$ cat src/rtl/ps2_pkg.sv
// ---------------------------------------------------------------------------
// ps2_pkg
// Shared definitions for the PS/2 receive path and the downstream scan-code
// filter: receiver FSM state encoding, frame geometry, the break code, and
// the frame-acceptance rule.
//
// Build option:
//   PS2_PARITY_CHECK_EN  defined   -> a frame needs stop==1 and odd parity.
//                        undefined -> parity bit ignored, only stop==1.
// ---------------------------------------------------------------------------
package ps2_pkg;

    typedef enum logic [1:0] {
        IDLE,
        DPS,
        LOAD
    } ps2_state_t;

    // start + 8 data + parity + stop
    localparam int PS2_FRAME_BITS = 11;

    // Break prefix, also decoded by the scan-code filter.
    localparam logic [7:0] PS2_BREAK_CODE = 8'hF0;

    // b holds {stop, parity, data[7:0]} once the start bit is dropped.
    function automatic logic ps2_frame_ok(input logic [PS2_FRAME_BITS-2:0] b);
`ifdef PS2_PARITY_CHECK_EN
        return b[9] & (^b[8:0]);
`else
        return b[9];
`endif
    endfunction

endpackage

$ cat src/rtl/ps2_receptor_if.sv
// ---------------------------------------------------------------------------
// ps2_receptor_if
// Byte-stream side of the PS/2 receiver.
//   rx_en         receive enable (consumer -> receiver)
//   dout          last good scan code
//   rx_done_tick  one-cycle pulse when dout updates
//   busy          frame in progress
//   parity_err    one-cycle pulse on a rejected frame
// Modports: master = receiver, slave = consumer.
// ---------------------------------------------------------------------------
interface ps2_receptor_if;

    logic       rx_en;
    logic [7:0] dout;
    logic       rx_done_tick;
    logic       busy;
    logic       parity_err;

    modport master (
        input  rx_en,
        output dout,
        output rx_done_tick,
        output busy,
        output parity_err
    );

    modport slave (
        output rx_en,
        input  dout,
        input  rx_done_tick,
        input  busy,
        input  parity_err
    );

endinterface

$ cat src/rtl/ps2_clk_filtro.sv
// ---------------------------------------------------------------------------
// ps2_clk_filtro
// Brings the raw PS/2 lines into the Clk_R domain and deglitches the clock.
//   Clk_R      system clock
//   Reset_R    synchronous active-high reset (lines assumed idle high)
//   ps2c       raw PS/2 clock, asynchronous
//   ps2d       raw PS/2 data, asynchronous
//   fall_edge  one-cycle pulse on a filtered 1->0 of ps2c
//   ps2d_sync  ps2d after a 2-FF synchronizer
// The filtered level only moves once FILTER_LEN consecutive samples agree,
// so short glitches on the clock line never produce an edge.
// ---------------------------------------------------------------------------
module ps2_clk_filtro #(
    parameter int FILTER_LEN = 8
) (
    input  logic Clk_R,
    input  logic Reset_R,
    input  logic ps2c,
    input  logic ps2d,
    output logic fall_edge,
    output logic ps2d_sync
);

    logic [1:0]            c_sync;
    logic [1:0]            d_sync;
    logic [FILTER_LEN-1:0] filter_reg;
    logic                  filt_q;
    logic                  filt_next;

    always_comb begin
        // NOTE: default first so every path assigns filt_next and no latch is inferred.
        filt_next = filt_q;
        if (&filter_reg)
            filt_next = 1'b1;
        else if (~|filter_reg)
            filt_next = 1'b0;
    end

    // NOTE: all state here and in the receiver uses non-blocking assignments.
    always_ff @(posedge Clk_R) begin
        if (Reset_R) begin
            c_sync     <= '1;
            d_sync     <= '1;
            filter_reg <= '1;
            filt_q     <= 1'b1;
            fall_edge  <= 1'b0;
        end else begin
            c_sync     <= {c_sync[0], ps2c};
            d_sync     <= {d_sync[0], ps2d};
            filter_reg <= {filter_reg[FILTER_LEN-2:0], c_sync[1]};
            filt_q     <= filt_next;
            fall_edge  <= filt_q & ~filt_next;
        end
    end

    assign ps2d_sync = d_sync[1];

endmodule

$ cat src/rtl/ps2_receptor.sv
// ---------------------------------------------------------------------------
// ps2_receptor
// PS/2 keyboard frame receiver: start, 8 data bits LSB first, odd parity,
// stop. Emits one scan-code byte per good frame with a one-cycle tick.
//   Clk_R    system clock (single domain)
//   Reset_R  synchronous active-high reset
//   ps2c     raw PS/2 clock line
//   ps2d     raw PS/2 data line
//   rx_if    ps2_receptor_if.master: rx_en in; dout, rx_done_tick, busy,
//            parity_err out
// Parity checking is selected by PS2_PARITY_CHECK_EN (see ps2_pkg).
// An in-progress frame is dropped silently after TIMEOUT_CYCLES without a
// clock edge, so a stalled keyboard cannot wedge the receiver.
// ---------------------------------------------------------------------------
module ps2_receptor
    import ps2_pkg::*;
#(
    parameter int FILTER_LEN     = 8,
    parameter int TIMEOUT_CYCLES = 50000
) (
    input  logic          Clk_R,
    input  logic          Reset_R,
    input  logic          ps2c,
    input  logic          ps2d,
    ps2_receptor_if.master rx_if
);

    localparam int              TW            = $clog2(TIMEOUT_CYCLES + 1);
    localparam logic [TW-1:0]   TIMEOUT_LIMIT = TW'(TIMEOUT_CYCLES);

    logic                      fall_edge;
    logic                      ps2d_sync;

    ps2_state_t                state;
    logic [PS2_FRAME_BITS-2:0] b;
    logic [3:0]                n;
    logic [TW-1:0]             timer;
    logic [7:0]                dout_q;
    logic                      tick_q;
    logic                      perr_q;

    ps2_clk_filtro #(
        .FILTER_LEN (FILTER_LEN)
    ) u_filtro (
        .Clk_R     (Clk_R),
        .Reset_R   (Reset_R),
        .ps2c      (ps2c),
        .ps2d      (ps2d),
        .fall_edge (fall_edge),
        .ps2d_sync (ps2d_sync)
    );

    always_ff @(posedge Clk_R) begin
        if (Reset_R) begin
            state  <= IDLE;
            b      <= '0;
            n      <= '0;
            timer  <= '0;
            dout_q <= 8'h00;
            tick_q <= 1'b0;
            perr_q <= 1'b0;
        end else begin
            tick_q <= 1'b0;
            perr_q <= 1'b0;
            case (state)
                IDLE: begin
                    // A high data line on an edge is noise, not a start bit.
                    if (fall_edge && rx_if.rx_en && !ps2d_sync) begin
                        b     <= '0;
                        n     <= 4'd9;
                        timer <= '0;
                        state <= DPS;
                    end
                end
                DPS: begin
                    if (fall_edge) begin
                        b     <= {ps2d_sync, b[PS2_FRAME_BITS-2:1]};
                        timer <= '0;
                        if (n == 4'd0)
                            state <= LOAD;
                        else
                            n <= n - 4'd1;
                    end else if (timer == TIMEOUT_LIMIT) begin
                        state <= IDLE;
                    end else begin
                        timer <= timer + 1'b1;
                    end
                end
                LOAD: begin
                    if (ps2_frame_ok(b)) begin
                        dout_q <= b[7:0];
                        tick_q <= 1'b1;
                    end else begin
                        perr_q <= 1'b1;
                    end
                    state <= IDLE;
                end
                default: state <= IDLE;
            endcase
        end
    end

    assign rx_if.dout         = dout_q;
    assign rx_if.rx_done_tick = tick_q;
    assign rx_if.parity_err   = perr_q;
    assign rx_if.busy         = (state != IDLE);

endmodule
$ cat src/flat_wrapper.sv
// flat-port wrapper written by rule: the top's interface ports become plain ports
module ps2_receptor_flat import ps2_pkg::*;
#(
    parameter int FILTER_LEN     = 8,
    parameter int TIMEOUT_CYCLES = 50000
)
  (Clk_R, Reset_R, ps2c, ps2d, rx_if_rx_en, rx_if_dout, rx_if_rx_done_tick, rx_if_busy, rx_if_parity_err);
  ps2_receptor_if rx_if_i ();
  input  logic Clk_R;
  input  logic Reset_R;
  input  logic ps2c;
  input  logic ps2d;
  input wire logic [$bits(rx_if_i.rx_en)-1:0] rx_if_rx_en;
  output wire logic [$bits(rx_if_i.dout)-1:0] rx_if_dout;
  output wire logic [$bits(rx_if_i.rx_done_tick)-1:0] rx_if_rx_done_tick;
  output wire logic [$bits(rx_if_i.busy)-1:0] rx_if_busy;
  output wire logic [$bits(rx_if_i.parity_err)-1:0] rx_if_parity_err;
  assign rx_if_i.rx_en = rx_if_rx_en;
  assign rx_if_dout = rx_if_i.dout;
  assign rx_if_rx_done_tick = rx_if_i.rx_done_tick;
  assign rx_if_busy = rx_if_i.busy;
  assign rx_if_parity_err = rx_if_i.parity_err;
  ps2_receptor #(.FILTER_LEN(FILTER_LEN), .TIMEOUT_CYCLES(TIMEOUT_CYCLES)) u_core (.Clk_R(Clk_R), .Reset_R(Reset_R), .ps2c(ps2c), .ps2d(ps2d), .rx_if(rx_if_i));
endmodule
$ cat config.mk
export PLATFORM = sky130hd
export DESIGN_NAME = ps2_receptor_flat
export DESIGN_NICKNAME = d
export VERILOG_FILES = /design/src/rtl/ps2_pkg.sv /design/src/rtl/ps2_receptor_if.sv /design/src/rtl/ps2_clk_filtro.sv /design/src/rtl/ps2_receptor.sv /design/src/flat_wrapper.sv
export SDC_FILE = /design/constraint.sdc
export NUM_CORES = 1
export LEC_CHECK = 0
export ABC_AREA = 1
export CORE_ASPECT_RATIO = 1.2
export CORE_MARGIN = 4
export CORE_UTILIZATION = 55
export DETAILED_ROUTE_END_ITERATION = 7
export PLACE_DENSITY = 0.75
export SLEW_MARGIN = 10
export SYNTH_ARGS = -nofsm -noshare
export SYNTH_HDL_FRONTEND = slang
export SYNTH_SLANG_ARGS = --single-unit
$ cat constraint.sdc
create_clock -name Clk_R -period 4 [get_ports Clk_R]
set_input_delay 0.8 -clock Clk_R [delete_from_list [all_inputs] [get_ports Clk_R]]
set_output_delay 0.8 -clock Clk_R [all_outputs]
set_load 0.05 [all_outputs]
==> results of run 1 <==
kinds of logic after synthesis:
| logic type | share of synthesized area |
|---|---|
| AOI/OAI and AO/OA | 0.1237 |
| xor gates and xnor gates | 0.006713 |
| adders and majority gates | 0.01918 |
| buffers and inverters | 0.1141 |
| DFF | 0.4295 |
| and+or+nand+nor | 0.3068 |
critical path: cells and delay by family, from the launching register on:
family	cells	cell delay, ps
buffers and inverters	2	900
flip-flops	1	420
AND/OR/NAND/NOR	1	100
metrics by stage:
stage	cells	setup slack, ps
2_1_floorplan	362	2340
3_3_place_gp	426	1524
3_5_place_dp	426	1485
4_1_cts	434	1454
5_1_grt	434	1390
6_report	434	1475
power by group:
group	total [mW]	leakage, nW	internal [mW]	switching (mW)
Sequential	0.560	0.452	0.560	0.000693
Combinational	0.0210	0.669	0.00824	0.0128
Clock	0.308	0.0414	0.125	0.183
Total	0.889	1.16	0.693	0.196
layout by cell type, fill, tap and decap left out, types with 2 or more instances in the layout:
cell / n
o21ai_0: 25
nand4_1: 10
nand2_4: 2
ha_1: 4
or2_2: 6
nor3_1: 2
nor2_4: 4
nor4_1: 2
clkdlybuf4s50_1: 15
nor2_2: 3
dfxtp_1: 56
inv_1: 55
nand2_2: 5
a21oi_1: 28
nand3_1: 26
clkbuf_8: 5
nor2_1: 39
a21oi_2: 3
nand2_1: 69
inv_2: 5
per-layer routing:
metal | part of all wire | vias up
li1 | - | 1178
met1 | 0.45 | 1009
met2 | 0.49 | 43
met3 | 0.042 | 8
met4 | 0.014 | 0
met5 | 0 | -
layout make-up:
cell class	count	area, sq um	area share
repair buffers	16	157.7	0.05519
inverters	60	225.2	0.07884
well taps	58	72.57	0.02541
clock inverters	2	16.27	0.005694
clock buffers	6	72.57	0.02541
flip-flops and latches	56	1121	0.3925
multi-input cells	236	1191	0.4170
path summary, 6_finish.rpt:
kind,endpoint,slack [ps]
worst max register to register,u_core.timer[14],2220
worst min register to register,u_core.u_filtro.c_sync[1],420
worst max-delay path,rx_if_busy,1480
worst min-delay path,u_core.u_filtro.c_sync[1],420
==> run_results.csv, run 1 <==
group,metric,value,unit
detailed_routing,finalWirelength,5.040,mm
clock_network,ctsResizeCount,0,
setup_path,cp_slowest_stage_delay,810,ps
timing,slew_headroom,0.4329,
floorplan,core_area,4594,sq um
floorplan,row_count,27,
worst_hold_path,min_from,"u_core.u_filtro.c_sync[0]",
detailed_routing,viasPerCell,5.157,
clock_network,cts_sinks,56,
global_route,grt_antenna_before_repair,0,
floorplan,ios,16,
detailed_routing,antenna_left,0,
detailed_routing,num_vias,2238,
place,placed_cell_area,2768,sq um
clock_network,clk_pin_slew,100,ps
status,outcome,"finished, final reports clean",
yosys,synth_top_area_cell,"dfxtp_1",
setup_path,worstPathCellList,"nor2_1 > inv_2 > clkdlybuf4s50_1",
yosys,post-synth-top-count-cell,"nand2_1",
finish,finalInstanceArea,2856,sq um
place,port_buffers,15,
clock_network,cts_made_buffers,5,
global_route,gr-usage-met2,0.3249,
yosys,synth.cell_area,2610,sq um
floorplan,die_w,70.89,microns
global_route,top_usage_layer,"met2",
floorplan,start_util,0.5681,
yosys,synth_top_area_frac,0.4295,
clock_network,cts.path.max_buffers,2,
finish,post-route-util,0.6217,
clock_network,insertion_delay,310,ps
yosys,synth-seq-area-share,0.4295,
yosys,synth_enable_flop_cells,0,
setup_path,cp-end-kind,"primary output",
timing,finalCriticalPeriod,2525,ps
timing,skew,12.68,ps
yosys,synthArstFlopShare,0,
detailed_routing,wire_per_inst,11.61,microns
setup_path,arrival,1720,ps
yosys,ys_ff_latch,56,
setup_path,path_max_fanout,4,
finish,top_regs,"u_core.timer x16, u_core.b x10",
yosys,ys.flop_type,"dfxtp_1",
timing,tightest_slew,849.7,ps
timing,max_clock_freq,0.3961,GHz
finish,largest_reg_flops,16,
setup_path,crit_slowest_cell,"clkdlybuf4s50_1",
timing,rsz0062_at_grt,"false",
yosys,avgSynthCellArea,7.210,sq um
floorplan,dieArea,5916,sq um
finish,syn2layout_area_growth,9.444,%
clock_network,postCtsSetupRepairBufs,0,
yosys,synth.distinct_cells,31,
global_route,grt.met3_usage,0.03373,
setup_path,reg2regPathDepth,10,
timing,setup_tns,0,ps
clock_network,cts-root-buf,"clkbuf_8",
global_route,grt_use_total,0.1860,
finish,layout-drive-gt1-share,0.1011,
global_route,grt_max_degree,33,
worst_hold_path,holdPathStages,1,
finish,nets,384,
setup_path,criticalPathCategory,"register to primary output",
setup_path,critPathLaunchType,"register",
timing,setup_viol,0,
clock_network,htreeDepth,2,
finish,largest-register,"u_core.timer",
yosys,syn_nets,371,
yosys,synthTopCellsByCount,"69 x nand2_1, 56 x dfxtp_1, 55 x inv_1",
job,maxCapViolCount,0,
global_route,grt_pass1_vias,2064,
setup_path,cp-startpoint,"u_core.state[1]",
timing,hold_viol_final,0,
timing,slew_viol_final,0,
global_route,overflow,0,
place,dp_hpwl,3.673,mm
finish,diodes,0,
place,gp_congestion,0.9194,
yosys,syn_inst,362,
power,peakVddDrop,0.0002113,V
power,p_leak,1.163,nW
setup_path,crit_required,3200,ps
yosys,yosys_warnings,0,
detailed_routing,drt-initial-drc-count,150,
finish,fillers,442,
timing,hold_ws,419.7,ps
power,fin_total_pwr,0.8890,mW
timing,finalCritPeriodShare,0.6312,
detailed_routing,post-route-drc-count,0,
setup_path,reg2reg_from,"u_core.state[0]",
global_route,grt_use_met1,0.2302,
yosys,synth_area_leaders,"dfxtp_1 43%, nand2_1 9.9%, inv_1 7.9%",
floorplan,dieHeight,83.46,microns
clock_network,cts_tree,"yes",
power,p_per_area,311.2,nW/um^2
worst_hold_path,hold_path_class,"register to register",
detailed_routing,drt-pass1-iter-count,4,
clock_network,cts.hold.buffers_added,0,
global_route,grt_pass1_wl,9.108,mm
Note: power is estimated with default switching activity, not from simulation.
==> inputs of run 2 (changes only) <==
Settings changed: CORE_UTILIZATION 55 to 53.
Clock period 4 ns to 2.3 ns, I/O delays scaled along.
==> run 2 against run 1 <==
Utilization decreased by 0.63 points; wire length rose by 0.83%; register-to-register slack got worse by 1600 ps; die area increased by 3.4%; design area up 0.44%; clock skew down 4.5 ps; cell count grew 0.46%; sequential cell count unchanged; non-clock buffer count rose by 2; global-route usage is 0.46 points lower; worst setup slack worse by 1300 ps; critical path type unchanged; highest routed layer unchanged.
==> run_results.csv, run 2 (synthesis results as in run 1) <==
group,metric,value,unit
power,peakVddDrop,0.0004344,V
clock_network,htreeDepth,2,
timing,slew_headroom,0.6292,
finish,largest_reg_flops,16,
detailed_routing,finalWirelength,5.082,mm
setup_path,arrival,1700,ps
timing,rsz0062_at_grt,"false",
timing,finalCritPeriodShare,0.9388,
place,dp_hpwl,3.645,mm
setup_path,reg2reg_from,"u_core.state[0]",
setup_path,path_buf_inv,2,
finish,final_common_cell,"nand2_1",
global_route,grt_pass1_wl,9.108,mm
detailed_routing,routed-wl-met3,148,microns
finish,finalInstanceArea,2869,sq um
finish,largest-register,"u_core.timer",
finish,top_regs,"u_core.timer x16, u_core.b x10",
power,p_per_area,539.0,nW/um^2
finish,syn2layout_area_growth,9.923,%
timing,setup_viol,0,
setup_path,criticalPathCategory,"register to primary output",
detailed_routing,m1WireLength,2.357,mm
timing,hold_viol_final,0,
timing,tightest_slew,554.7,ps
clock_network,postCtsSetupRepairBufs,0,
finish,nets,386,
clock_network,cts.hold.buffers_added,0,
place,placed_cell_area,2783,sq um
timing,max_clock_freq,0.4631,GHz
setup_path,critPathLaunchType,"register",
detailed_routing,num_vias,2213,
floorplan,dieArea,6116,sq um
detailed_routing,drt-initial-drc-count,147,
finish,layout-drive-gt1-share,0.1058,
timing,skew,8.170,ps
setup_path,crit_family,"buffers and inverters",
setup_path,cp-startpoint,"u_core.state[1]",
setup_path,worstPathCellList,"nor2_1 > inv_2 > clkdlybuf4s50_1",
floorplan,row_count,27,
worst_hold_path,min_from,"u_core.u_filtro.c_sync[1]",
floorplan,ios,16,
job,maxCapViolCount,0,
place,gp_congestion,0.8521,
finish,final_cell_mix,"69 x nand2_1, 56 x dfxtp_1, 55 x inv_1, 39 x nor2_1, 28 x a21oi_1",
setup_path,cp_slowest_stage_delay,800,ps
clock_network,cts_tree,"yes",
floorplan,die_w,72.06,microns
floorplan,start_util,0.5598,
finish,fillers,434,
detailed_routing,post-route-drc-count,0,
clock_network,cts.path.max_buffers,2,
detailed_routing,viasPerCell,5.076,
place,port_buffers,15,
finish,diodes,0,
clock_network,cts_made_buffers,5,
setup_path,r2r_slack,590,ps
setup_path,crit_slowest_cell,"clkdlybuf4s50_1",
setup_path,crit_required,1840,ps
global_route,grt_max_degree,33,
clock_network,ctsResizeCount,0,
clock_network,clk_pin_slew,90,ps
timing,finalCriticalPeriod,2159,ps
setup_path,path_max_fanout,4,
detailed_routing,drt-pass1-iter-count,4,
global_route,grt_use_total,0.1814,
clock_network,cts-root-buf,"clkbuf_8",
setup_path,cp-end-kind,"primary output",
detailed_routing,route.met2.wl,2.512,mm
status,outcome,"finished, final reports clean",
worst_hold_path,hold_path_class,"register to register",
clock_network,insertion_delay,310,ps
global_route,grt_antenna_before_repair,0,
global_route,grt_pass1_vias,2105,
detailed_routing,antenna_left,0,
global_route,overflow,0,
floorplan,core_area,4662,sq um
detailed_routing,top_layer,"met4",
timing,slew_viol_final,0,
clock_network,cts_sinks,56,
timing,setup_tns,0,ps
floorplan,dieHeight,84.87,microns
power,p_leak,1.176,nW
detailed_routing,wire_per_inst,11.66,microns
## run 2: cell types whose count changed in the layout (fill, tap and decap cells not counted), sizes merged
cell,previous run,this run
clkinvlp,1,0
buf,1,3
inv,60,61
## run 2: per-layer routing
metal / global-route usage / vias to the layer above
met2: 0.3065 / 30
met5: 0 / -
met3: 0.03555 / 7
met4: 0.05641 / 0
li1: - / 1173
met1: 0.2307 / 1003
## run 2: metrics by stage
stage          hold slack, ps  power (mW)  instances  setup slack (ps)    util
2_1_floorplan           389.5       1.020        362             896.8       -
3_3_place_gp            397.9       1.036        428             405.3  0.5969
3_5_place_dp            399.2       1.036        428             381.8  0.5969
4_1_cts                 424.7       1.568        436             120.6  0.6154
5_1_grt                 448.6       1.612        436             38.31  0.6154
6_report                423.4       1.547        436             140.9  0.6154
## run 2: path summary, 6_finish.rpt
kind | depth (start not counted) | to
worst max-delay path | 3 | rx_if_busy
worst min-delay path | 1 | u_core.u_filtro.filter_reg[0]
worst max register to register | 10 | u_core.timer[14]
worst min register to register | 1 | u_core.u_filtro.filter_reg[0]
## run 2: where the power goes
| part | switching, mW | internal, mW |
|---|---|---|
| sequential | 0.00111 | 0.973 |
| combinational | 0.0233 | 0.0153 |
| clock | 0.316 | 0.218 |
## run 2: layout make-up
cell class                      instances  area (sq um)  area share
Clock inverter                          2         13.76    0.004797
Tap cell                               58         72.57     0.02529
Timing Repair Buffer                   18         172.7     0.06018
Inverter                               60         225.2     0.07850
Multi-Input combinational cell        236          1191      0.4152
Clock buffer                            6         72.57     0.02529
Sequential cell                        56          1121      0.3908
